===== src/rtl/mem_access_unit.sv =====
// Load/store memory access sequencer: accepts one request, runs the word-aligned
// memory handshake, formats store data/byte-enables and captures load data.
module mem_access_unit (
    input  logic        clk,
    input  logic        rst_n,
    input  logic        req_valid,
    output logic        req_ready,
    input  logic        req_store,
    input  logic [2:0]  req_funct3,
    input  logic [31:0] req_addr,
    input  logic [31:0] req_wdata,
    output logic [31:0] mem_address,
    output logic        mem_read,
    output logic        mem_write,
    output logic [31:0] mem_wdata,
    output logic [3:0]  mem_byte_enable,
    input  logic        mem_resp,
    input  logic [31:0] mem_rdata,
    output logic [31:0] mdrreg_out,
    output logic [1:0]  mem_offset,
    output logic        done,
    output logic        misaligned
);

    localparam int unsigned WordW = 32;
    localparam int unsigned BeW   = WordW / 8;

    typedef logic [WordW-1:0] rv32i_word;

    typedef enum logic [1:0] {
        S_IDLE  = 2'd0,
        S_READ  = 2'd1,
        S_WRITE = 2'd2,
        S_DONE  = 2'd3
    } state_e;

    state_e          state_q, state_d;
    rv32i_word       addr_q, wdata_q, mdr_q;
    logic [1:0]      offset_q;
    logic [BeW-1:0]  be_q;
    logic            misaligned_q;

    logic            accept_c;
    logic            err_c;
    logic [BeW-1:0]  be_c;
    rv32i_word       wdata_c;

    assign accept_c = req_valid && (state_q == S_IDLE);

    // Store lane formatting and alignment/legality check of the incoming request.
    always_comb begin
        err_c   = 1'b0;
        be_c    = '0;
        wdata_c = req_wdata;
        if (req_store) begin
            case (req_funct3)
                3'b000: begin
                    be_c    = BeW'(4'b0001 << req_addr[1:0]);
                    wdata_c = {4{req_wdata[7:0]}};
                end
                3'b001: begin
                    be_c    = BeW'(4'b0011 << req_addr[1:0]);
                    wdata_c = {2{req_wdata[15:0]}};
                    err_c   = req_addr[0];
                end
                3'b010: begin
                    be_c  = 4'b1111;
                    err_c = |req_addr[1:0];
                end
                default: err_c = 1'b1;
            endcase
        end else begin
            case (req_funct3)
                3'b000, 3'b100: err_c = 1'b0;
                3'b001, 3'b101: err_c = req_addr[0];
                3'b010:         err_c = |req_addr[1:0];
                default:        err_c = 1'b1;
            endcase
        end
    end

    always_ff @(posedge clk or negedge rst_n) begin
        if (!rst_n) begin
            state_q <= S_IDLE;
        end else begin
            state_q <= state_d;
        end
    end

    // Next state and Moore decode of the handshake strobes.
    always_comb begin
        state_d         = state_q;
        req_ready       = 1'b0;
        mem_read        = 1'b0;
        mem_write       = 1'b0;
        done            = 1'b0;
        mem_byte_enable = '0;
        case (state_q)
            S_IDLE: begin
                req_ready = 1'b1;
                if (req_valid) begin
                    if (err_c) begin
                        state_d = S_DONE;
                    end else if (req_store) begin
                        state_d = S_WRITE;
                    end else begin
                        state_d = S_READ;
                    end
                end
            end
            S_READ: begin
                mem_read = 1'b1;
                if (mem_resp) state_d = S_DONE;
            end
            S_WRITE: begin
                mem_write       = 1'b1;
                mem_byte_enable = be_q;
                if (mem_resp) state_d = S_DONE;
            end
            S_DONE: begin
                done    = 1'b1;
                state_d = S_IDLE;
            end
            default: state_d = S_IDLE;
        endcase
    end

    // Request capture on accept; everything holds until the next accept.
    always_ff @(posedge clk or negedge rst_n) begin
        if (!rst_n) begin
            addr_q       <= '0;
            offset_q     <= '0;
            be_q         <= '0;
            wdata_q      <= '0;
            misaligned_q <= 1'b0;
        end else if (accept_c) begin
            addr_q       <= {req_addr[31:2], 2'b00};
            offset_q     <= req_addr[1:0];
            be_q         <= be_c;
            wdata_q      <= wdata_c;
            misaligned_q <= err_c;
        end
    end

    always_ff @(posedge clk or negedge rst_n) begin
        if (!rst_n) begin
            mdr_q <= '0;
        end else if ((state_q == S_READ) && mem_resp) begin
            mdr_q <= mem_rdata;
        end
    end

    assign mem_address = addr_q;
    assign mem_wdata   = wdata_q;
    assign mem_offset  = offset_q;
    assign mdrreg_out  = mdr_q;
    assign misaligned  = misaligned_q;

endmodule


===== config.mk =====
export PLATFORM = sky130hd
export DESIGN_NAME = mem_access_unit
export DESIGN_NICKNAME = d
export VERILOG_FILES = /design/src/rtl/mem_access_unit.sv
export SDC_FILE = /design/constraint.sdc
export NUM_CORES = 1
export LEC_CHECK = 0
export ABC_CLOCK_PERIOD_IN_PS = 3110
export CAP_MARGIN = 20
export CORE_MARGIN = 2
export CORE_UTILIZATION = 44
export DETAILED_ROUTE_END_ITERATION = 16
export PLACE_DENSITY = 0.85
export SYNTH_ARGS = -nofsm -noshare
export SYNTH_HDL_FRONTEND = slang
export SYNTH_SLANG_ARGS = --single-unit

===== constraint.sdc =====
create_clock -name clk -period 3.11 [get_ports clk]
set_clock_uncertainty 0.05 [all_clocks]
set_input_delay 0.4665 -clock clk [delete_from_list [all_inputs] [get_ports clk]]
set_output_delay 0.4665 -clock clk [all_outputs]
set_load 0.02 [all_outputs]

=== Word level (Yosys, flattened, before mapping) ===
Cells that the tools add are included.
Widths: inputs -> output; s select.

* Eq/ne operators: 9
* Shift-type cells: 2
* Multiplexer cells: 17
* Reductions and logical operators: 9

{| class="wikitable"
|+ Operator list
! operator !! count
|-
| $pmux 32 s2 || 1
|-
| $mux 32 || 1
|-
| $pmux 4 s3 || 1
|-
| $mux 2 || 4
|-
| $mux 4 || 2
|-
| $reduce_or 2->1 || 4
|-
| $eq 3x3->1 const B || 2
|-
| $pmux 1 s3 || 2
|-
| $pmux 2 s3 || 1
|-
| $mux 1 || 5
|-
| $eq 2x2->1 const B || 2
|-
| $shl 1x2->4 const A || 1
|-
| $shl 2x2->4 const A || 1
|-
| $eq 3x1->1 const B || 1
|-
| $eq 3x2->1 const B || 1
|-
| $logic_not 3->1 || 1
|-
| $eq 2x1->1 const B || 1
|-
| $logic_and 1x1->1 || 2
|-
| $logic_not 2->1 || 1
|-
| $ne 2x1->1 const B || 1
|-
| $ne 2x2->1 const B || 1
|-
| $reduce_and 2->1 || 1
|}

* Flip-flop bits (word level): 103
* Input port bits: 104
* Output and inout port bits: 107
* Word-level logic and storage cells: 44

=== Longest topological paths before layout ===
* Word-level depth: 7
* Depth in mapped cells: 7

=== Worst setup path after synthesis ===
Ideal clock, no wire load.

* Path kind: flip-flop to flip-flop
* Start: register state_q[0]
* End: register addr_q[10], in the netlist mem_address[10]
* Library setup time: 125 ps
* Arrival: 1686 ps
* Required time: 2935 ps
* Slack: 1249 ps
* Stages on the path, launching flop included: 7
* Path buffers: 2
* Path through: dfrtp_1 inv_1 ha_1 and2_1 buf_2 buf_2 mux2_2

* Cells in the longest elaborated chain, start to end: 2

{| class="wikitable"
|+ RTL lines
! what !! line !! RTL
|-
| start, declared || 37 || <nowiki>state_e state_q, state_d;</nowiki>
|-
| start signal, assigned || 86 || <nowiki>state_q <= state_d;</nowiki>
|-
| $logic_not 2->1 || 48 || <nowiki>assign accept_c = req_valid && (state_q == S_IDLE);</nowiki>
|-
| $logic_and 1x1->1 || 48 ||
|-
| end signal, assigned || 137 || <nowiki>addr_q <= {req_addr[31:2], 2'b00};</nowiki>
|-
| end, declared || 38 || <nowiki>rv32i_word addr_q, wdata_q, mdr_q;</nowiki>
|}

No other way between the ends.
A chain may end at the register's enable or synchronous reset.

=== Worst setup path after layout ===
* Start: register state_q[0]
* End: output mem_byte_enable[0]

* Cells in the longest elaborated chain, start to end: 2

{| class="wikitable"
|+ RTL lines
! what !! line !! RTL
|-
| $eq 2x2->1 || 98 || <nowiki>case (state_q)</nowiki>
|-
| $mux 4 || 98 ||
|-
| end, declared || 16 || <nowiki>output logic [3:0] mem_byte_enable,</nowiki>
|}

No other way between the ends.

==> metrics.txt <==
Final min period 2370 ps; num rows 36; post-synthesis cell area 0.00443 sq mm; Port Buffer Count 208; RSZ-0062 raised after global routing false; Setup TNS Final 0 ps; final wirelength 11200 um; most common library cell in the layout ignoring fill and taps clkdlybuf4s50_1; Final setup viols 0; Critical Path Start Type flop; final hold violation count 0; fmax 0.422 GHz; Leak 2.82 nW; Largest delay share family, worst path buffers and inverters; WP data required 2590 ps; final period utilization 0.763; Post-Synth Adder-Cell Area 0.0113; CP Cell Sequence inv_1, ha_1, and2_1, clkdlybuf4s50_1; total of max-cap violations 0; initial antenna violation count 0; flops & latches, synth 103; met3 routed WL 751 um; Routed met1 length 4470 um; Iter 0 DRT Violations 131; most frequent cells in the layout clkdlybuf4s50_1 (207), dfrtp_1 (103), mux2_2 (80), nand2_1 (30), o21ai_0 (25); Syn-to-layout area delta 54.6%; core area 0.00977 sq mm; WL/cell 16.7 um; Setup CP Type reg -> out; DR pass1 iterations 4; Distinct cells, synth 33; DR top layer met4; status complete, no violations; first-pass GRT wire length 18600 um; Initial Util 0.453; Slew headroom 0.499; I/O pins 211; GRT Util Overall 0.214; Final ANT Viol Nets 0; Yosys Warn Count 0; slowest stage cell on the critical path clkdlybuf4s50_1; gr ovfl total 0; Post-Synth Simple-Gate Area 0.0562; crit path max fanout 5; worst vdd ir 0.477 mV; Post-route DRC 0; final RePlAce weighted congestion 0.793; met2 routed WL 5800 um; Post-synth EDFFs 0; Post-CTS Setup Inserts 0; Final WS setup 738 ps; mux contribution to synthesized area 0.258; largest net degree at the start of global routing 62; pre-CTS setup slack 715 ps; CTS buffer count 9; Hold WS 117 ps; TritonCTS clock tree done; vias in the first global route 3614; dpl cells 659; layout cells sized above 1 0.200; top_reg_cell synth dfrtp_1; ant diodes 0; DP HPWL 8610 um; Power Total 6.73 mW; Critical Path End Type output pin; die area 0.0109 sq mm; DR vias 3345; delay of the slowest critical-path stage 620 ps; crit path buf inv count 2; vias per cell 4.96; Mapped Cells 332; Final #Nets 645; combinational family with the most area after synthesis multiplexers; CP Data Arrival Time 1860 ps; Root Driver clkbuf_8; Gates resized, CTS repair 0; Max H-tree Level 3; post-synthesis xor/xnor area fraction 0; Synth Area in Compound Gates 0.0630; worst-margin pin slew 751 ps; clock sinks 103; FILL cells 728; die height 104 um; clk slew on worst S/H paths 100 ps; Max Transition Viols Final 0; sequential cell area fraction in the yosys report 0.582; worst hold path type in -> async; FFs w/ async S/R, synth 1.00; Hold-fix buffers, CTS 0; final non-filler cell total 674; die width 104 um; Clock Latency Late Sink 340 ps; Syn Area/Cell 13.3 sq um; Max Buffers Root-to-Sink 2; Pwr Density 983 mW/mm^2
==> synthesized netlist by cell type (2+ instances only) <==
master / count / area, sq um
nand2b_1: 6 / 37.5
ha_1: 4 / 50.1
buf_2: 7 / 35.0
a21oi_1: 3 / 15.0
mux2i_1: 24 / 240
a22o_1: 3 / 26.3
buf_1: 3 / 11.3
and2_1: 6 / 37.5
a211oi_1: 4 / 30.0
nand2_1: 31 / 116
nor2_1: 3 / 11.3
inv_1: 3 / 11.3
o21ai_0: 25 / 125
dfrtp_1: 103 / 2580
mux2_2: 80 / 901
buf_6: 2 / 22.5
buf_4: 3 / 22.5
clkbuf_1: 7 / 26.3
==> per-stage QoR <==
stage / utilization / instance area, sq um
2_1_floorplan: - / 4430
3_3_place_gp: 0.681 / 6650
3_5_place_dp: 0.681 / 6650
4_1_cts: 0.701 / 6850
5_1_grt: 0.701 / 6850
6_report: 0.701 / 6850
==> power breakdown <==
part	switching [mW]	internal [mW]
Clock	0.450	0.396
Combinational	1.68	1.86
Sequential	0.343	2.01
Total	2.48	4.26
==> state kept, by name, summed over array words and instances (netlist names) <==
name,count
be_q,4
mem_address,30
mem_offset,2
mdrreg_out,32
mem_wdata,32
misaligned,1
state_q,2
==> path summary, 6_finish.rpt <==
kind                       slack [ps]                          end  depth (start not counted)                 startpoint
setup reg to reg                 1080  mem_address[31]$_DFFE_PN0P_                          5     state_q[0]$_DFFE_PN0P_
hold / removal                    120  mem_address[27]$_DFFE_PN0P_                          1                      rst_n
hold reg to reg                   440    mem_wdata[12]$_DFFE_PN0P_                          2  mem_wdata[12]$_DFFE_PN0P_
min in group clk                  440    mem_wdata[12]$_DFFE_PN0P_                          2  mem_wdata[12]$_DFFE_PN0P_
setup / recovery                  740           mem_byte_enable[0]                          4     state_q[0]$_DFFE_PN0P_
max in group asynchronous        2170       state_q[1]$_DFFE_PN0P_                          2                      rst_n
==> kinds of logic after synthesis <==
group | Yosys count
multiplexers | 104
flip-flops | 103
AND/OR/NAND/NOR | 52
AO/OA/AOI/OAI | 43
buffers and inverters | 25
adder cells (fa/ha/maj) | 4
other | 1
==> layout make-up <==
class                           count  area, sq um  area share
Clock buffer                       11          141      0.0206
Timing Repair Buffer              215         2160       0.315
Sequential cell                   103         2580       0.376
Multi-Input combinational cell    205         1740       0.254
Inverter                            3         11.3     0.00164
Tap cell                          133          166      0.0243
Clock inverter                      4         55.1     0.00804
==> per-layer routing <==
layer  track usage  vias up
met4        0.0782        0
met5             0        -
li1              -     1569
met1         0.253     1632
met2         0.377      130
met3        0.0501       14
No activity file was read; power rests on OpenSTA's default activity.
